$ cat src/rtl/violation_alert_scheduler.sv
// ---------------------------------------------------------------------------
// violation_alert_scheduler: round-robin merge of violation codes into 3-byte
// serial alert frames. Optional macro ALERT_MERGE_CNT_EN. Rev 1.0
// ---------------------------------------------------------------------------
`timescale 1ns/1ps
`default_nettype none

module violation_alert_scheduler #(
  parameter int NUM_SRC = 4,
  parameter int MCNT_W  = 8
) (
  input  logic                   clk,
  input  logic                   rst,
  input  logic [NUM_SRC-1:0]     evt_valid,
  input  logic [2*NUM_SRC-1:0]   evt_code,
  output logic [7:0]             tx_data,
  output logic                   tx_valid,
  input  logic                   tx_ready,
  output logic                   busy,
  output logic [NUM_SRC-1:0]     pending,
  output logic [MCNT_W-1:0]      merge_cnt
);

  localparam int ID_W = (NUM_SRC > 1) ? $clog2(NUM_SRC) : 1;

  typedef enum logic [1:0] {
    S_IDLE = 2'd0,
    S_TYPE = 2'd1,
    S_ID   = 2'd2,
    S_EOL  = 2'd3
  } state_t;

  state_t               state_q, state_d;
  logic [NUM_SRC-1:0]   pending_q, pending_d;
  logic [2*NUM_SRC-1:0] code_q, code_d;
  logic [ID_W-1:0]      last_grant_q, last_grant_d;
  logic [ID_W-1:0]      src_id_q, src_id_d;
  logic [1:0]           frame_code_q, frame_code_d;

  logic                 grant_found;
  logic [ID_W-1:0]      grant_idx;
  logic                 grant_fire;
  logic [NUM_SRC-1:0]   evt_hit;
  logic [NUM_SRC-1:0]   granted_oh;

  // Search starts one past the last winner so every source gets its turn.
  always_comb begin
    int idx;
    grant_found = 1'b0;
    grant_idx   = '0;
    idx         = 0;
    for (int off = 1; off <= NUM_SRC; off++) begin
      idx = (int'(last_grant_q) + off) % NUM_SRC;
      if (!grant_found && pending_q[ID_W'(idx)]) begin
        grant_found = 1'b1;
        grant_idx   = ID_W'(idx);
      end
    end
  end

  assign grant_fire = (state_q == S_IDLE) && grant_found;

  always_comb begin
    evt_hit    = '0;
    granted_oh = '0;
    for (int i = 0; i < NUM_SRC; i++) begin
      evt_hit[i]    = evt_valid[i] && (evt_code[2*i +: 2] != 2'b00);
      granted_oh[i] = grant_fire && (grant_idx == ID_W'(i));
    end
  end

  // A source granted this cycle hands its old code to the frame; a new event
  // in the same cycle starts a fresh entry instead of merging.
  always_comb begin
    pending_d = pending_q;
    code_d    = code_q;
    for (int i = 0; i < NUM_SRC; i++) begin
      if (granted_oh[i]) begin
        pending_d[i]      = evt_hit[i];
        code_d[2*i +: 2]  = evt_hit[i] ? evt_code[2*i +: 2] : 2'b00;
      end else if (evt_hit[i]) begin
        pending_d[i]      = 1'b1;
        code_d[2*i +: 2]  = pending_q[i] ? (code_q[2*i +: 2] | evt_code[2*i +: 2])
                                         : evt_code[2*i +: 2];
      end
    end
  end

  always_comb begin
    state_d      = state_q;
    src_id_d     = src_id_q;
    frame_code_d = frame_code_q;
    last_grant_d = last_grant_q;
    case (state_q)
      S_IDLE: begin
        if (grant_found) begin
          state_d      = S_TYPE;
          src_id_d     = grant_idx;
          frame_code_d = code_q[{grant_idx, 1'b0} +: 2];
          last_grant_d = grant_idx;
        end
      end
      S_TYPE:  if (tx_ready) state_d = S_ID;
      S_ID:    if (tx_ready) state_d = S_EOL;
      S_EOL:   if (tx_ready) state_d = S_IDLE;
      default: state_d = S_IDLE;
    endcase
  end

  always_ff @(posedge clk) begin
    if (rst) begin
      state_q      <= S_IDLE;
      pending_q    <= '0;
      code_q       <= '0;
      last_grant_q <= ID_W'(NUM_SRC - 1);
      src_id_q     <= '0;
      frame_code_q <= 2'b00;
    end else begin
      state_q      <= state_d;
      pending_q    <= pending_d;
      code_q       <= code_d;
      last_grant_q <= last_grant_d;
      src_id_q     <= src_id_d;
      frame_code_q <= frame_code_d;
    end
  end

  always_comb begin
    tx_data = 8'h00;
    case (state_q)
      S_TYPE: begin
        case (frame_code_q)
          2'b01:   tx_data = 8'h52;
          2'b10:   tx_data = 8'h50;
          2'b11:   tx_data = 8'h42;
          default: tx_data = 8'h00;
        endcase
      end
      S_ID:    tx_data = 8'h30 + 8'(src_id_q);
      S_EOL:   tx_data = 8'h0A;
      default: tx_data = 8'h00;
    endcase
  end

  assign tx_valid = (state_q != S_IDLE);
  assign busy     = (|pending_q) || (state_q != S_IDLE);
  assign pending  = pending_q;

`ifdef ALERT_MERGE_CNT_EN
  localparam logic [31:0] MCNT_MAX = (MCNT_W >= 32) ? 32'hFFFF_FFFF
                                                    : ((32'd1 << MCNT_W) - 32'd1);

  logic [MCNT_W-1:0] merge_cnt_q, merge_cnt_d;
  logic [31:0]       merge_num;
  logic [31:0]       mcnt_sum;

  always_comb begin
    merge_num = 32'd0;
    for (int i = 0; i < NUM_SRC; i++) begin
      if (evt_hit[i] && pending_q[i] && !granted_oh[i]) merge_num = merge_num + 32'd1;
    end
    mcnt_sum    = 32'(merge_cnt_q) + merge_num;
    merge_cnt_d = (mcnt_sum > MCNT_MAX) ? {MCNT_W{1'b1}} : mcnt_sum[MCNT_W-1:0];
  end

  always_ff @(posedge clk) begin
    if (rst) merge_cnt_q <= '0;
    else     merge_cnt_q <= merge_cnt_d;
  end

  assign merge_cnt = merge_cnt_q;
`else
  assign merge_cnt = '0;
`endif

endmodule

`default_nettype wire
$ cat config.mk
export PLATFORM = sky130hd
export DESIGN_NAME = violation_alert_scheduler
export DESIGN_NICKNAME = d
export VERILOG_FILES = /design/src/rtl/violation_alert_scheduler.sv
export SDC_FILE = /design/constraint.sdc
export NUM_CORES = 1
export LEC_CHECK = 0
export CAP_MARGIN = 5
export CORE_ASPECT_RATIO = 1.25
export CORE_MARGIN = 1.5
export CORE_UTILIZATION = 51
export CTS_CLUSTER_SIZE = 12
export DETAILED_ROUTE_END_ITERATION = 12
export HOLD_SLACK_MARGIN = 0.1
export PLACE_DENSITY = 0.81
export SETUP_SLACK_MARGIN = 0.5
export SYNTH_ARGS = -nofsm -noshare
export SYNTH_HDL_FRONTEND = slang
export SYNTH_SLANG_ARGS = --single-unit
$ cat constraint.sdc
create_clock -name clk -period 2.3 [get_ports clk]
set_input_delay 0.46 -clock clk [delete_from_list [all_inputs] [get_ports clk]]
set_output_delay 0.46 -clock clk [all_outputs]
set_load 0.1 [all_outputs]
# ---- After elaboration in Yosys (flattened, before gate mapping)
# Index checks and enable logic that the tools add are counted.
dict set report op_classes {
  add_sub_neg 5
  order_cmp 4
  eq_ne 13
  shifts 1
  mux 51
  bitwise_logic 4
  n_reduce_logical 30
}
# cell n
set op_table {}
lappend op_table {{2-bit two-way mux} 24}
lappend op_table {{8-bit one-hot mux with 3 select lines} 1}
lappend op_table {{7-bit one-hot mux with 3 select lines} 1}
lappend op_table {{1-bit two-way mux} 20}
lappend op_table {{2-bit nonzero test} 9}
lappend op_table {{2-bit by 4-bit less-than comparator with 1-bit output, second input constant} 4}
lappend op_table {{2-bit == test, second input constant} 6}
lappend op_table {{1-bit logical AND} 12}
lappend op_table {{1-bit binary-select mux with 2-bit select} 4}
lappend op_table {{2-bit inequality test, second input constant} 4}
lappend op_table {{2-bit bitwise OR} 4}
lappend op_table {{2-bit one-hot mux with 4 select lines} 1}
lappend op_table {{8-bit by 4-bit variable part select with 2-bit output} 1}
lappend op_table {{6-bit by 2-bit adder with 7-bit output, first input constant} 1}
lappend op_table {{2-bit by 1-bit == test with 1-bit output, second input constant} 3}
lappend op_table {{2-bit by 1-bit adder with 2-bit output, second input constant} 2}
lappend op_table {{2-bit adder, second input constant} 2}
lappend op_table {{2-bit logical NOT} 2}
lappend op_table {{4-bit AND reduction} 1}
lappend op_table {{4-bit OR reduction} 1}
lappend op_table {{1-bit logical NOT} 3}
lappend op_table {{2-bit AND reduction} 1}
lappend op_table {{1-bit logical OR} 1}
dict set report word_totals {
  reg_bits 20
  input_bits 15
  output_inout_bits 22
  word_cells 120
}

# ---- Logic depth before layout (Yosys ltp)
# Gate-level depths: netlist of run 1.
dict set report depth {
  depth_word 17
  depth_mapped 7
  mapped_depth_nobuf 7
}

# ---- Worst setup path after synthesis of run 1
# No wires, ideal clock.
dict set report synth_timing {
  path_type {register to output}
  start {reg state_q[1]}
  end {out tx_data[1]}
  arrival_time_ns 2.806
  setup_slack_ns -0.966
  stages_incl_launch_ff 4
  path_cell_list {dfxtp_1 ha_1 a21oi_1 a21oi_1}
}
dict set report synth_between {
  elab_chain_cells 2
  word_cells_on_any_way 4
  cone_classes {eq/ne (3); mux (1)}
}
# element line
set synth_lines {}
lappend synth_lines {{from (decl)} 33} ;# state_t state_q, state_d;
lappend synth_lines {{from (signal assigned)} 119} ;# state_q <= state_d;
lappend synth_lines {{2-bit == test / 2-bit by 1-bit == test with 1-bit output (equally long branches)} 130} ;# case (state_q)
lappend synth_lines {{8-bit one-hot mux with 3 select lines *} 130}
lappend synth_lines {{to (decl)} 16} ;# output logic [7:0] tx_data,
# Every way passes the cells marked *; elsewhere a longest branch is shown, timed or not.

# ---- Final worst setup path of run 1
dict set report layout_timing {
  start {reg state_q[0]}
  end {out tx_data[1]}
}
# The elaborated chain is that of the path after synthesis.

==> results by group, run 1 <==
Run status
  • Status: completed

Placement
  • Post-DP Area: 1660 µm²
  • GPL Wtd Cong: 0.769
  • DP HPWL: between 2000 and 2500 µm
  • # port buffers: 26

Layout
  • Fin area: between 1500 and 2000 µm²
  • Area grow syn2layout: 45.1%
  • Layout cells sized above 1: 0.393
  • Diodes inserted: 0
  • Nets: 209
  • Filler cells: around 170

Synthesis
  • Netlist Area Pre-Place: between 1000 and 1500 µm²
  • Post-synth top area share: 0.309
  • Dominant cell type by area after synthesis: dfxtp_1
  • Top cells by area, synth: dfxtp_1 31%, ha_1 8.7%, a21oi_1 6.2%
  • Number of synthesized flops with an enable pin: 0
  • Seq cells post-synth: 20
  • Register area share after synthesis: 0.309
  • Mean post-synth cell area: a little under 9 µm²
  • Synth warn: 0
  • Mapped Cells: between 100 and 150
  • Async S/R FF share, synth: 0
  • Distinct cells, synth: 42
  • Main synth FF type: dfxtp_1

Setup path
  • Data arrival time of the worst path: between 1000 and 1500 ps
  • Critical path required time: 1840 ps
  • Setup crit end: tx_data[1]
  • Reg2Reg Capture Point: code_q[2]$_SDFFE_PP0P_
  • Crit Path Max Fanout: 5
  • Worst r2r src: state_q[1]$_SDFFE_PP0P_
  • CP startpoint: state_q[0]$_SDFFE_PP0P_
  • CP Launch Type: register
  • Worst R2R Setup Slack: about 580 ps
  • Critical path class: register to output pin
  • Critical Path Sink Type: output pin
  • Reg2Reg Depth: 9

Routing
  • Total routed wirelength: between 3000 and 4000 µm
  • 1st-pass router iterations: 4
  • DRT iter0 DRCs: 41
  • Drt via density: approximately 5.8
  • DR vias: about 1.2k
  • Number of nets with antenna violations after routing: 0
  • DRC: 0
  • Avg WL per Cell: between 15 and 20 µm

Clocking
  • Root Driver: clkbuf_4
  • Clock buffer count from CTS: 3
  • Max clock buf depth: 2
  • H-Tree Level Count: 1
  • CTS tree: built
  • Worst skew pair latency: 320 ps
  • Clk sinks: 20
  • Reg clk slew, reported paths: approximately 120 ps

Global route
  • M3 GR Usage: 0.0335
  • Largest net degree at the start of global routing: 21
  • Vias in the first global route: between 1k and 1.5k
  • Overall routing resource usage: 0.256
  • Met2 Usage GRT: 0.446
  • Initial antenna violation count: 0
  • Total grt overflow: 0
  • First-pass GRT wire length: 5140 µm
  • GR Layer Usage met1: 0.302
  • Gr busiest metal: met2

Timing
  • Clock skew: between 5 and 6 ps
  • Max Clk Rate: ~0.52 GHz
  • Max-slew violation count: 0
  • RSZ-0062 raised after global routing: yes
  • Period utilization: 0.829
  • Final setup vio count: 0
  • Final Hold Fails: 0
  • TNS Setup: 0 ps
  • Final min period: about 1900 ps

Floorplan
  • Die X-Extent: ~48 µm
  • Die area: 2860 µm²
  • Ports: 37
  • Placeable Area: about 2400 µm²
  • # rows: 20
  • Initial Utilization: 0.535
  • Die Y: a little under 60 µm

Power
  • Sequential Power Share: 0.231
  • Clock share of power: 0.074
  • Sw Ratio: 0.523
  • Pwr dens: between 1000 and 1500 nW/µm²
  • Comb power frac: 0.694
  • Leakage power: around 0.00077 µW
  • Peak VDD IR: just under 1000 µV
  • Net Switching: about 1200 µW
  • Internal power: about 1100 µW

Flow run
  • Max-cap violations: 0

Worst hold path
  • Hold crit path type: register to register
[power groups by stage]
stage	sequential [µW]	clock (µW)	combinational [µW]
2_1_floorplan	569	0	995
3_3_place_gp	536	0	1300
3_5_place_dp	543	0	1320
4_1_cts	537	171	1510
5_1_grt	559	185	1730
6_report	553	177	1660
[sequential cells by signal, indices dropped and copies added (netlist names)]
register / count
pending: 4
state_q: 2
src_id_q: 2
last_grant_q: 2
frame_code_q: 2
code_q: 8
[metrics by stage]
stage	util	power (µW)	worst slack [ps]	hold WS, ps	instances
after floorplan	-	1560	203	437	156
after global placement	0.683	1840	560	455	201
after detailed placement	0.683	1870	526	459	201
after CTS	0.748	2220	405	485	213
after global routing	0.776	2470	366	512	216
final	0.776	2390	393	488	216
[cell usage after synthesis (2+ instances only)]
cell / instances
clkbuf_1: 2
inv_1: 7
nor2b_1: 4
dfxtp_1: 20
mux2_1: 2
buf_6: 2
nor3b_1: 2
a22o_1: 3
o211a_1: 3
a21oi_1: 16
o21ai_0: 9
buf_4: 10
nor2_1: 5
a211o_1: 3
a211oi_1: 2
nand2_1: 11
o221ai_1: 4
nor3_1: 4
nand2b_1: 3
nor2_2: 3
ha_1: 9
mux2i_1: 3
[critical path, stage by stage, from the launching register on]
cell and delay [ps]:
dfxtp_4 400, inv_4 120, ha_4 180, a21oi_4 70, a21oi_4 170, buf_12 190
[worst min-delay path by stage]
stage	from	to	slack [ps]	cells after the start
finish	code_q[4]$_SDFFE_PP0P_	code_q[4]$_SDFFE_PP0P_	490	2
global route	code_q[4]$_SDFFE_PP0P_	code_q[4]$_SDFFE_PP0P_	510	2
CTS	code_q[4]$_SDFFE_PP0P_	code_q[4]$_SDFFE_PP0P_	490	2
detailed placement	src_id_q[1]$_SDFFE_PP0P_	src_id_q[1]$_SDFFE_PP0P_	460	2
global placement	src_id_q[1]$_SDFFE_PP0P_	src_id_q[1]$_SDFFE_PP0P_	450	2
floorplan	src_id_q[1]$_SDFFE_PP0P_	src_id_q[1]$_SDFFE_PP0P_	440	2
[logic make-up after synthesis]
kind of cell    share of synthesized area
flops                               0.309
fa+ha+maj                          0.0868
other cells                       0.00289
simple gates                        0.181
mux                                0.0405
compound gates                      0.275
buf+inv                             0.105
[repair_timing]
action / CTS / global route
endpoints found under the setup margin: 5 / 16
hold endpoints to repair: 0 / 0
pin swaps: 5 / 3
gates resized for setup: 21 / 9
hold buffers: 0 / 0
setup buffers: 9 / 3
[per-layer routing]
layer	up-vias	part of all wire
li1	581	-
met1	604	0.36
met2	51	0.56
met3	13	0.042
met4	0	0.031
met5	-	0
[area by class of cell]
cell class              instances  area, µm²  share of cell area
clock buffers                   3       22.5              0.0120
multi-input cells             114        952               0.506
well taps                      33       41.3              0.0219
inverters                       7       37.5              0.0199
flip-flops and latches         20        427               0.227
repair buffers                 39        403               0.214
[cells in the final DEF (no fill, tap or decap), drive strengths merged, types with 2 or more instances in the layout]
master and n:
or2 2, nand2b 4, o221ai 4, buf 25, a211o 3, nor3b 2
conb 10, dfxtp 20, a211oi 2, clkdlybuf4s50 14, inv 5, mux2i 3
nor2 8, nor3 4, mux2 2, o21ai 9, o211a 3, ha 9
nand2 11, clkbuf 3, nor2b 5, a22o 3, a21oi 16
Note: power is estimated with default switching activity, not from simulation.
==> run 2, diff against run 1 <==
--- a/config.mk
+++ b/config.mk
@@ -8,11 +8,11 @@
 export CAP_MARGIN = 5
 export CORE_ASPECT_RATIO = 1.25
 export CORE_MARGIN = 1.5
-export CORE_UTILIZATION = 51
+export CORE_UTILIZATION = 47
 export CTS_CLUSTER_SIZE = 12
 export DETAILED_ROUTE_END_ITERATION = 12
 export HOLD_SLACK_MARGIN = 0.1
-export PLACE_DENSITY = 0.81
+export PLACE_DENSITY = 0.75
 export SETUP_SLACK_MARGIN = 0.5
 export SYNTH_ARGS = -nofsm -noshare
 export SYNTH_HDL_FRONTEND = slang
==> constraint.sdc (replaced) <==
create_clock -name clk -period 2 [get_ports clk]
set_input_delay 0.4 -clock clk [delete_from_list [all_inputs] [get_ports clk]]
set_output_delay 0.4 -clock clk [all_outputs]
set_load 0.1 [all_outputs]
==> run 2 against run 1 <==
Utilization grew 16 points. Combinational power increased by 57%. Clock skew down 3.1 ps. Sequential share of layout area down 5.3 points. Sequential power grew 20%. Critical path depth grew 1. Clock-buffer cell count stayed put. Critical path type unchanged. Critical endpoint unchanged. Largest power group unchanged. Highest routed layer unchanged.
==> results by group, run 2 (synthesis gave the netlist of run 1 again) <==
Run status
  • Status: completed

Global route
  • Total grt overflow: 0 (unchanged)
  • Overall routing resource usage: 0.286 (+0.0305)
  • Largest net degree at the start of global routing: 21 (unchanged)
  • First-pass GRT wire length: 6500 µm (+26%)
  • Vias in the first global route: 1332 (+24%)
  • Initial antenna violation count: 0 (unchanged)

Floorplan
  • Ports: 37 (unchanged)
  • Placeable Area: 2650 µm² (+9.3%)
  • Die X-Extent: 50.0 µm (+3.9%)
  • Initial Utilization: 0.489 (-0.0456)
  • Die Y: 61.7 µm (+4.0%)
  • Die area: 3090 µm² (+8.0%)
  • # rows: 21 (+5.0%)

Layout
  • Nets: 238 (+14%)
  • Max reg flops: 8 (unchanged)
  • Largest register by flop count: code_q
  • Most common cell after layout, fill and taps aside: buf_4
  • Diodes inserted: 0 (unchanged)
  • Area of the multi-input gates: 1180 µm² (+24%)
  • Filler cells: 83 (-50%)
  • Register Area: 429 µm² (+0.59%)
  • Area grow syn2layout: 90.5%
  • Layout cells sized above 1: 0.606 (+0.212)
  • Most frequent cells in the layout: 25 x buf_4, 18 x buf_6, 14 x clkdlybuf4s50_1

Power
  • Leakage power: 0.00100 µW (+29%)
  • Peak VDD IR: 1170 µV (+18%)
  • Final Power: 3620 µW (+52%)
  • Pwr dens: 1460 nW/µm² (+15%)

Timing
  • TNS Setup: 0 ps (unchanged)
  • Max Clk Rate: between 0.5 and 0.6 GHz
  • Slew @ Worst Pin: approximately 550 ps
  • Period utilization: 0.934
  • Final min period: 1870 ps
  • Clock skew: 2.37 ps (-3.08 ps)
  • Max-slew violation count: 0 (unchanged)
  • Slew headroom: 0.632
  • Final setup vio count: 0 (unchanged)
  • Setup ws final: 133 ps (-260 ps)
  • Final Hold Fails: 0 (unchanged)
  • RSZ-0062 raised after global routing: yes

Flow run
  • Max-cap violations: 0 (unchanged)

Setup path
  • Max stage delay on crit path: 380 ps (-20 ps)
  • Data arrival time of the worst path: 1470 ps (+20 ps)
  • Buffers and inverters on the worst path: 2 (unchanged)
  • Critical path required time: 1600 ps (-240 ps)
  • Worst path slowest cell: dfxtp_4
  • Crit Path Max Fanout: 4 (-1)
  • CP Launch Type: register
  • CP Cell Sequence: inv_6 -> ha_4 -> nor2b_4 -> o21ai_2 -> a21oi_4 -> buf_12
  • Critical Path Sink Type: output pin
  • Cell family with most CP delay: flip-flops
  • Critical path class: register to output pin

Routing
  • DR vias: 1468 (+18%)
  • 1st-pass router iterations: 4 (unchanged)
  • Drt via density: 5.94 (+2.8%)
  • Avg WL per Cell: 21.4 µm (+25%)
  • Number of nets with antenna violations after routing: 0 (unchanged)
  • DRC: 0 (unchanged)
  • Total routed wirelength: 5280 µm (+43%)
  • DRT iter0 DRCs: 72 (+76%)

Clocking
  • Reg clk slew, reported paths: 120 ps (about the same)
  • Max clock buf depth: 2 (unchanged)
  • CTS tree: built
  • Clk sinks: 20 (unchanged)
  • Clock buffer count from CTS: 3 (unchanged)
  • H-Tree Level Count: 1 (unchanged)
  • Worst skew pair latency: 320 ps (about the same)
  • Hold buffer count at CTS: 0 (unchanged)
  • Root Driver: clkbuf_4

Worst hold path
  • Hold crit path type: register to register

Placement
  • GPL Wtd Cong: 0.809 (+5.1%)
  • Setup WS pre-CTS: 275 ps (-251 ps)
  • DP HPWL: 2290 µm (+3.0%)
  • # port buffers: 26 (unchanged)
run 2: cell count changes in the layout (fill, tap and decap cells not counted), moves of 4 or more:
cell / before / now
buf_6: 0 / 18
nor2_4: 1 / 7
a21oi_1: 14 / 10
nor3_1: 4 / 0
o221ai_1: 4 / 0
o221ai_2: 0 / 4
buf_4: 19 / 25
run 2: layout make-up:
cell class,instances,area share
Multi-Input combinational cell,115,0.479
Inverter,7,0.0152
Tap cell,34,0.0172
Clock buffer,3,0.00911
Clock inverter,1,0.0121
Sequential cell,20,0.174
Timing Repair Buffer,67,0.294
run 2: where the power goes:
group,internal [µW],switching [µW],total (µW)
registers,511,153,664
logic,1140,1470,2610
clock network,203,143,346
total,1850,1770,3620
run 2: per-stage QoR:
stage	utilization	area, µm²	hold WS, ps	std cells
after global routing	0.932	2470	515	247
after floorplan	-	1500	438	156
after global placement	0.665	1770	472	202
final	0.932	2470	497	247
after detailed placement	0.665	1770	468	202
after CTS	0.852	2260	487	242
run 2: per-layer routing:
metal	global-route usage	wire length, µm	vias up
met1	0.307	1870	719
li1	-	-	644
met3	0.0335	286	29
met2	0.543	2880	76
met5	0	0	-
met4	0.175	247	0
run 2: timing repair:
item	CTS	global route
setup endpoints to repair	22	32
resized for setup	40	40
hold endpoints to repair	0	0
gates cloned	1	0
pin swaps	21	24
buffers inserted	35	5
run 2: final timing paths:
kind                       endpoint  cells past startpoint  slack (ps)                         start
max                      tx_data[1]                      6         130       state_q[1]$_SDFFE_PP0P_
min          code_q[5]$_SDFFE_PP0P_                      2         500        code_q[5]$_SDFFE_PP0P_
max reg2reg  code_q[7]$_SDFFE_PP0P_                      6         190  last_grant_q[0]$_SDFFE_PP1P_
min reg2reg  code_q[5]$_SDFFE_PP0P_                      2         500        code_q[5]$_SDFFE_PP0P_
run 2: worst register-to-register path, cell delays in order, from the launching register on:
cell	delay (ps)
dfxtp_1	440
nand3b_1	290
a31oi_4	310
nand2_4	150
buf_6	170
o211ai_1	230
a21oi_1	110
